[config.mk]
export PLATFORM = sky130hd
export DESIGN_NAME = mem_arbiter_sp
export DESIGN_NICKNAME = d
export VERILOG_FILES = /design/src/rtl/mem_arbiter_sp.sv
export SDC_FILE = /design/constraint.sdc
export NUM_CORES = 1
export LEC_CHECK = 0
export BUFFER_PORTS_ARGS = -buffer_cell sky130_fd_sc_hd__buf_4
export CORE_AREA = 2 2 82 84
export DETAILED_ROUTE_END_ITERATION = 10
export DIE_AREA = 0 0 84 86
export HOLD_SLACK_MARGIN = 0.03
export PLACE_DENSITY = 0.68
export SLEW_MARGIN = 20
export SYNTH_ARGS = -nofsm -noshare
export SYNTH_HDL_FRONTEND = slang
export SYNTH_SLANG_ARGS = --single-unit
export TNS_END_PERCENT = 5
[constraint.sdc]
create_clock -name clk -period 2.6 [get_ports clk]
set_input_delay 0.78 -clock clk [delete_from_list [all_inputs] [get_ports clk]]
set_output_delay 0.78 -clock clk [all_outputs]
set_load 0.1 [all_outputs]
[src/rtl/mem_arbiter_sp.sv]
// Two-port (instruction/data) arbiter in front of a single-port synchronous RAM.
// Data has priority; a bounded starve counter guarantees instruction progress.
module mem_arbiter_sp #(
  parameter int ADDR_WIDTH   = 11,
  parameter int DATA_WIDTH   = 32,
  parameter int DATA_BYTES   = DATA_WIDTH / 8,
  parameter int STARVE_LIMIT = 4
) (
  input  logic                  clk,
  input  logic                  rst_n,
  input  logic                  i_i_req,
  input  logic [ADDR_WIDTH-1:0] i_i_addr,
  output logic                  o_i_gnt,
  output logic                  o_i_rvalid,
  output logic [DATA_WIDTH-1:0] o_i_rdata,
  input  logic                  i_d_req,
  input  logic                  i_d_we,
  input  logic [DATA_BYTES-1:0] i_d_be,
  input  logic [ADDR_WIDTH-1:0] i_d_addr,
  input  logic [DATA_WIDTH-1:0] i_d_wdata,
  output logic                  o_d_gnt,
  output logic                  o_d_rvalid,
  output logic [DATA_WIDTH-1:0] o_d_rdata,
  output logic [ADDR_WIDTH-1:0] o_mem_addr,
  output logic [DATA_WIDTH-1:0] o_mem_wdata,
  output logic [DATA_BYTES-1:0] o_mem_wen,
  input  logic [DATA_WIDTH-1:0] i_mem_rdata
);

  localparam logic [3:0] LIMIT = 4'(STARVE_LIMIT);

  typedef enum logic [1:0] {
    OWN_NONE,
    OWN_I,
    OWN_D
  } owner_e;

  owner_e                owner_q, owner_d;
  logic [3:0]            starve_q, starve_d;
  logic [ADDR_WIDTH-1:0] addr_q;
  logic                  starved;

  // NOTE: every signal written here gets a default first, so no path can infer a latch.
  always_comb begin
    o_i_gnt    = 1'b0;
    o_d_gnt    = 1'b0;
    owner_d    = OWN_NONE;
    starve_d   = starve_q;
    o_mem_addr = addr_q;
    o_mem_wen  = '0;
    starved    = (starve_q == LIMIT);

    // Grants are gated by rst_n so nothing reaches the RAM while reset is held.
    if (rst_n) begin
      o_i_gnt = i_i_req && (!i_d_req || starved);
      o_d_gnt = i_d_req && !o_i_gnt;
    end

    if (o_i_gnt) begin
      owner_d    = OWN_I;
      o_mem_addr = i_i_addr;
    end else if (o_d_gnt) begin
      owner_d    = OWN_D;
      o_mem_addr = i_d_addr;
      if (i_d_we) o_mem_wen = i_d_be;
    end

    // The counter only tracks consecutive data wins against a waiting fetch.
    if (!i_i_req || o_i_gnt) starve_d = '0;
    else if (o_d_gnt && starve_q < LIMIT) starve_d = starve_q + 4'd1;
  end

  // NOTE: state registers use non-blocking assignments so every flop samples pre-edge values.
  always_ff @(posedge clk or negedge rst_n) begin
    if (!rst_n) begin
      owner_q  <= OWN_NONE;
      starve_q <= '0;
      addr_q   <= '0;
    end else begin
      owner_q  <= owner_d;
      starve_q <= starve_d;
      addr_q   <= o_mem_addr;
    end
  end

  assign o_i_rvalid  = (owner_q == OWN_I);
  assign o_d_rvalid  = (owner_q == OWN_D);
  assign o_i_rdata   = i_mem_rdata;
  assign o_d_rdata   = i_mem_rdata;
  assign o_mem_wdata = i_d_wdata;

endmodule

; Word-level counts from Yosys, hierarchy flattened
; Cells that the tools add are included.
; Widths: inputs -> output; s select.
[totals]
elab_cells = 28
register_bits = 17
[op_classes]
order_cmp = 1
add_sub_neg = 1
mux = 11
n_eq_ne = 3
n_reduce_logical = 9
[ops]
columns = op, count
row1 = $mux 11, 2
row2 = $mux 4, 5
row3 = $add 4x1->4 const B, 1
row4 = $eq 4x3->1 const B, 1
row5 = $lt 4x3->1 const B, 1
row6 = $mux 2, 2
row7 = $logic_and 1x1->1, 3
row8 = $logic_not 1->1, 3
row9 = $eq 2x1->1 const B, 1
row10 = $eq 2x2->1 const B, 1
row11 = $logic_or 1x1->1, 2
row12 = $mux 1, 2
row13 = $reduce_bool 2->1, 1

; Logic depth before layout (Yosys ltp)
[depth]
word_depth = 9
depth_mapped = 6

; Least setup slack after synthesis
; OpenSTA, ideal clock, no wires.
[synth_timing]
path_type = input to output
from = input port i_d_req
to = output port o_mem_wen[0]
slack_ps = -1572
arrival_ps = 3392
stages = 4
path_buffers = 1
cell_sequence = buf_4 nand2_1 nor2b_1 and3_1
[synth_between]
elab_chain_len = 8
word_cells_on_any_way = 9
classes_between = mux: 4 / reduce/logical: 5
[synth_lines]
columns = element, line_no
row1 = "start, declared", 16  ; input logic i_d_req,
row2 = $logic_not 1->1, 55  ; o_i_gnt = i_i_req && (!i_d_req || starved);
row3 = $logic_or 1x1->1, 55
row4 = $logic_and 1x1->1, 55
row5 = $logic_not 1->1, 56  ; o_d_gnt = i_d_req && !o_i_gnt;
row6 = $logic_and 1x1->1 (*), 56
row7 = $mux 1 (*), 54  ; if (rst_n) begin
row8 = named net o_d_gnt, 21  ; output logic o_d_gnt,
row9 = $mux 4 (*), 62  ; end else if (o_d_gnt) begin
row10 = $mux 4 (*), 59  ; if (o_i_gnt) begin
row11 = "end, declared", 26  ; output logic [DATA_BYTES-1:0] o_mem_wen,
; Mark *: on every way through the listed nets, which the timed path passes. The rest lies on a longest branch.

; Final worst setup path
[layout_timing]
from = register starve_q[1]
to = output port o_mem_addr[7]
[layout_between]
elab_chain_len = 8
word_cells_on_any_way = 9
classes_between = eq/ne: 1 / mux: 4 / reduce/logical: 4
[layout_lines]
columns = element, line_no
row1 = "start, declared", 39  ; logic [3:0] starve_q, starve_d;
row2 = "start signal, assigned", 81  ; starve_q <= starve_d;
row3 = $eq 4x3->1 (*), 51  ; starved = (starve_q == LIMIT);
row4 = $logic_or 1x1->1 (*), 55
row5 = $logic_and 1x1->1 (*), 55
row6 = $logic_not 1->1, 56
row7 = $logic_and 1x1->1, 56
row8 = $mux 1, 54
row9 = $mux 11, 62
row10 = $mux 11 (*), 59
row11 = "end, declared", 24  ; output logic [ADDR_WIDTH-1:0] o_mem_addr,
; Every way passes the cells marked *; elsewhere a longest branch is shown, timed or not.

==> metrics.txt <==
run status finished, violations left; failing checks negative setup slack; Syn Std Cell Area 1780 um2; flip-flop and latch count after synthesis 17; sum of buffers and inverters on the critical path 3; routed via count divided by cell count 4.60; total power consumption of the routed design roughly 1 mW; P per Cell Area 548 nW/um2; number of antenna violations at the first check in global routing 0; Core ar. 6280 um2; Final Cycle Share 1.01; pin count of the biggest net entering global routing 22; largest cells by area after synthesis sky130_fd_sc_hd__buf_4, sky130_fd_sc_hd__dfrtp_1, sky130_fd_sc_hd__and3b_1; die outline width roughly 84 um; Final HPWL DP around 3400 um; syn nets ~290; Worst slew margin 0.811; share of the synthesized area in the top cell type 0.410; clk slew on worst S/H paths approximately 0.060 ns; Fin Hold WS 0.452 ns; worst slack, placed -0.0807 ns; standard cell with the maximum stage delay on the critical path sky130_fd_sc_hd__dfrtp_1; CTS max path bufs 2; wire length per cell 17.8 um; number of max-slew violations in the final report 0; final-layout fill cell count 657; row count 29; maximum clock skew at final layout 0.00105 ns; leading cell types by count after synthesis sky130_fd_sc_hd__buf_4, sky130_fd_sc_hd__dfrtp_1, sky130_fd_sc_hd__a21oi_1, sky130_fd_sc_hd__and3b_1, sky130_fd_sc_hd__o22ai_1; CP top delay family flip-flops; count of pins on the block boundary 210; Worst Max-Slew Pin Slew 0.285 ns; CTS tree yes; EDFF count, synth 0; Critical Path Source Type flip-flop; Synth async-reset ratio 1.00; final critical-path required period 2.63 ns; share of cells above drive strength 1 0.586; total die area between 7000 and 8000 um2; Area growth syn-to-layout 5.57%; f_max 0.380 GHz; Max Cap Violations 0; number of global-route vias before repair between 1k and 1.5k; final setup vio count 6; final-report hold violation count 0; total global routing track utilization 0.108; ordered cell list for the critical path inv_2 > ha_4 > nand3b_4 > a21oi_4 > buf_6 > mux2_2 > buf_12; Pre-Repair DR Iteration Count 4; total of buffers placed on input and output ports 49; RSZ-0062 raised after global routing true; die height 86 um; clock sink count 17; starting density of the core 0.283; average cell area after synthesis 9.30 um2; total number of vias ~1.1k; gate count of the mapped netlist 191; most common cell in the netlist sky130_fd_sc_hd__buf_4; critical path arrival 1.85 ns; cell type with the largest total area after synthesis sky130_fd_sc_hd__buf_4; CTS H-tree lvls 1; main flop type after synthesis sky130_fd_sc_hd__dfrtp_1; CP endpoint kind output port; number of nets in the final layout between 200 and 300; peak ir drop on the vdd network 0.000346 V; worst path required time around 1.8 ns; ANT nets after route 0; post-detailed-route DRC marker count 0; number of DRC markers in iteration 0 7; Setup CP Type reg2out; sequential element share of the synthesized area 0.240; Antenna Cells 0; first-pass GRT wire length between 5000 and 6000 um; total leakage power 0.870 nW; Max Fanout on Critical Path 5; sum of routed wire length over all layers a little over 4000 um; YS warnings 0; CTS root buffer sky130_fd_sc_hd__clkbuf_8; clock latency of the later-clocked register in the worst-skew pair about 0.25 ns; residual overflow from global routing 0; hold crit path type in2async; final weighted congestion in routability-driven placement 0.738; final setup margin -0.0296 ns; number of library cell types mapped by synthesis 23; clock buffers created by TritonCTS 3; Slowest Stage Delay on Critical Path 0.40 ns
## through the flow
stage	utilization	instances	setup TNS (ns)	area, um2
floorplan	-	191	-0.759	1810
global placement	0.260	229	-0.919	1630
detailed placement	0.260	229	-0.855	1630
CTS	0.288	234	-0.188	1810
global route	0.299	234	-1.10	1870
finish	0.299	234	-0.125	1870
## report_power, final
part	switching, mW	leakage (nW)	internal (mW)
Clock	0.0879	0.0228	0.109
Combinational	0.325	0.643	0.204
Sequential	0.00980	0.205	0.293
Total	0.423	0.870	0.605
## flip-flops by register name, summed over array words and instances (netlist names)
name      cells
starve_q      4
addr_q       11
owner_q       2
## logic make-up after synthesis
group,share of synthesized area
adder cells (fa/ha/maj),0.0141
flip-flops,0.240
XOR/XNOR,0.00493
buffers and inverters,0.445
AO/OA/AOI/OAI,0.0839
AND/OR/NAND/NOR,0.127
multiplexers,0.0860
## worst paths after layout
check	from	endpoint	slack, ns	depth (start not counted)
min reg2reg	starve_q[3]$_DFFE_PN0P_	starve_q[3]$_DFFE_PN0P_	0.57	2
min	rst_n	addr_q[6]$_DFF_PN0_	0.45	2
max in group asynchronous	rst_n	starve_q[2]$_DFFE_PN0P_	1.85	3
min in group clk	starve_q[3]$_DFFE_PN0P_	starve_q[3]$_DFFE_PN0P_	0.57	2
max	starve_q[1]$_DFFE_PN0P_	o_mem_addr[7]	-0.03	7
max reg2reg	starve_q[1]$_DFFE_PN0P_	addr_q[2]$_DFF_PN0_	0.98	7
## placed cells by master (no fill, tap or decap), types with 5 or more instances in the layout
cell,count
sky130_fd_sc_hd__dfrtp_1,17
sky130_fd_sc_hd__buf_12,13
sky130_fd_sc_hd__buf_6,7
sky130_fd_sc_hd__buf_4,46
sky130_fd_sc_hd__mux2_4,6
sky130_fd_sc_hd__a21oi_1,11
sky130_fd_sc_hd__o22ai_1,11
sky130_fd_sc_hd__and3b_1,11
sky130_fd_sc_hd__mux2_2,5
## layer usage
layer,share of wire,vias up,GRT usage
li1,-,477,-
met1,0.26,472,0.0839
met2,0.52,100,0.197
met3,0.18,27,0.0741
met4,0.043,0,0.0616
met5,0,-,0
## what timing repair did
item                       in CTS  in global routing
hold buffers                    0                  0
pin swaps                       1                  1
setup endpoints to repair      15                 15
gates resized for setup        33                 15
buffers inserted                1                  0
gates cloned                    0                  0
## layout make-up
class                           instances  area [um2]  area share
Sequential cell                        17         425       0.227
Clock buffer                            4        45.0      0.0240
Multi-Input combinational cell         67         612       0.326
Inverter                                3        11.3     0.00601
Timing Repair Buffer                   66         684       0.365
Tap cell                               77        96.3      0.0514
(Power assumes the default switching activity.)
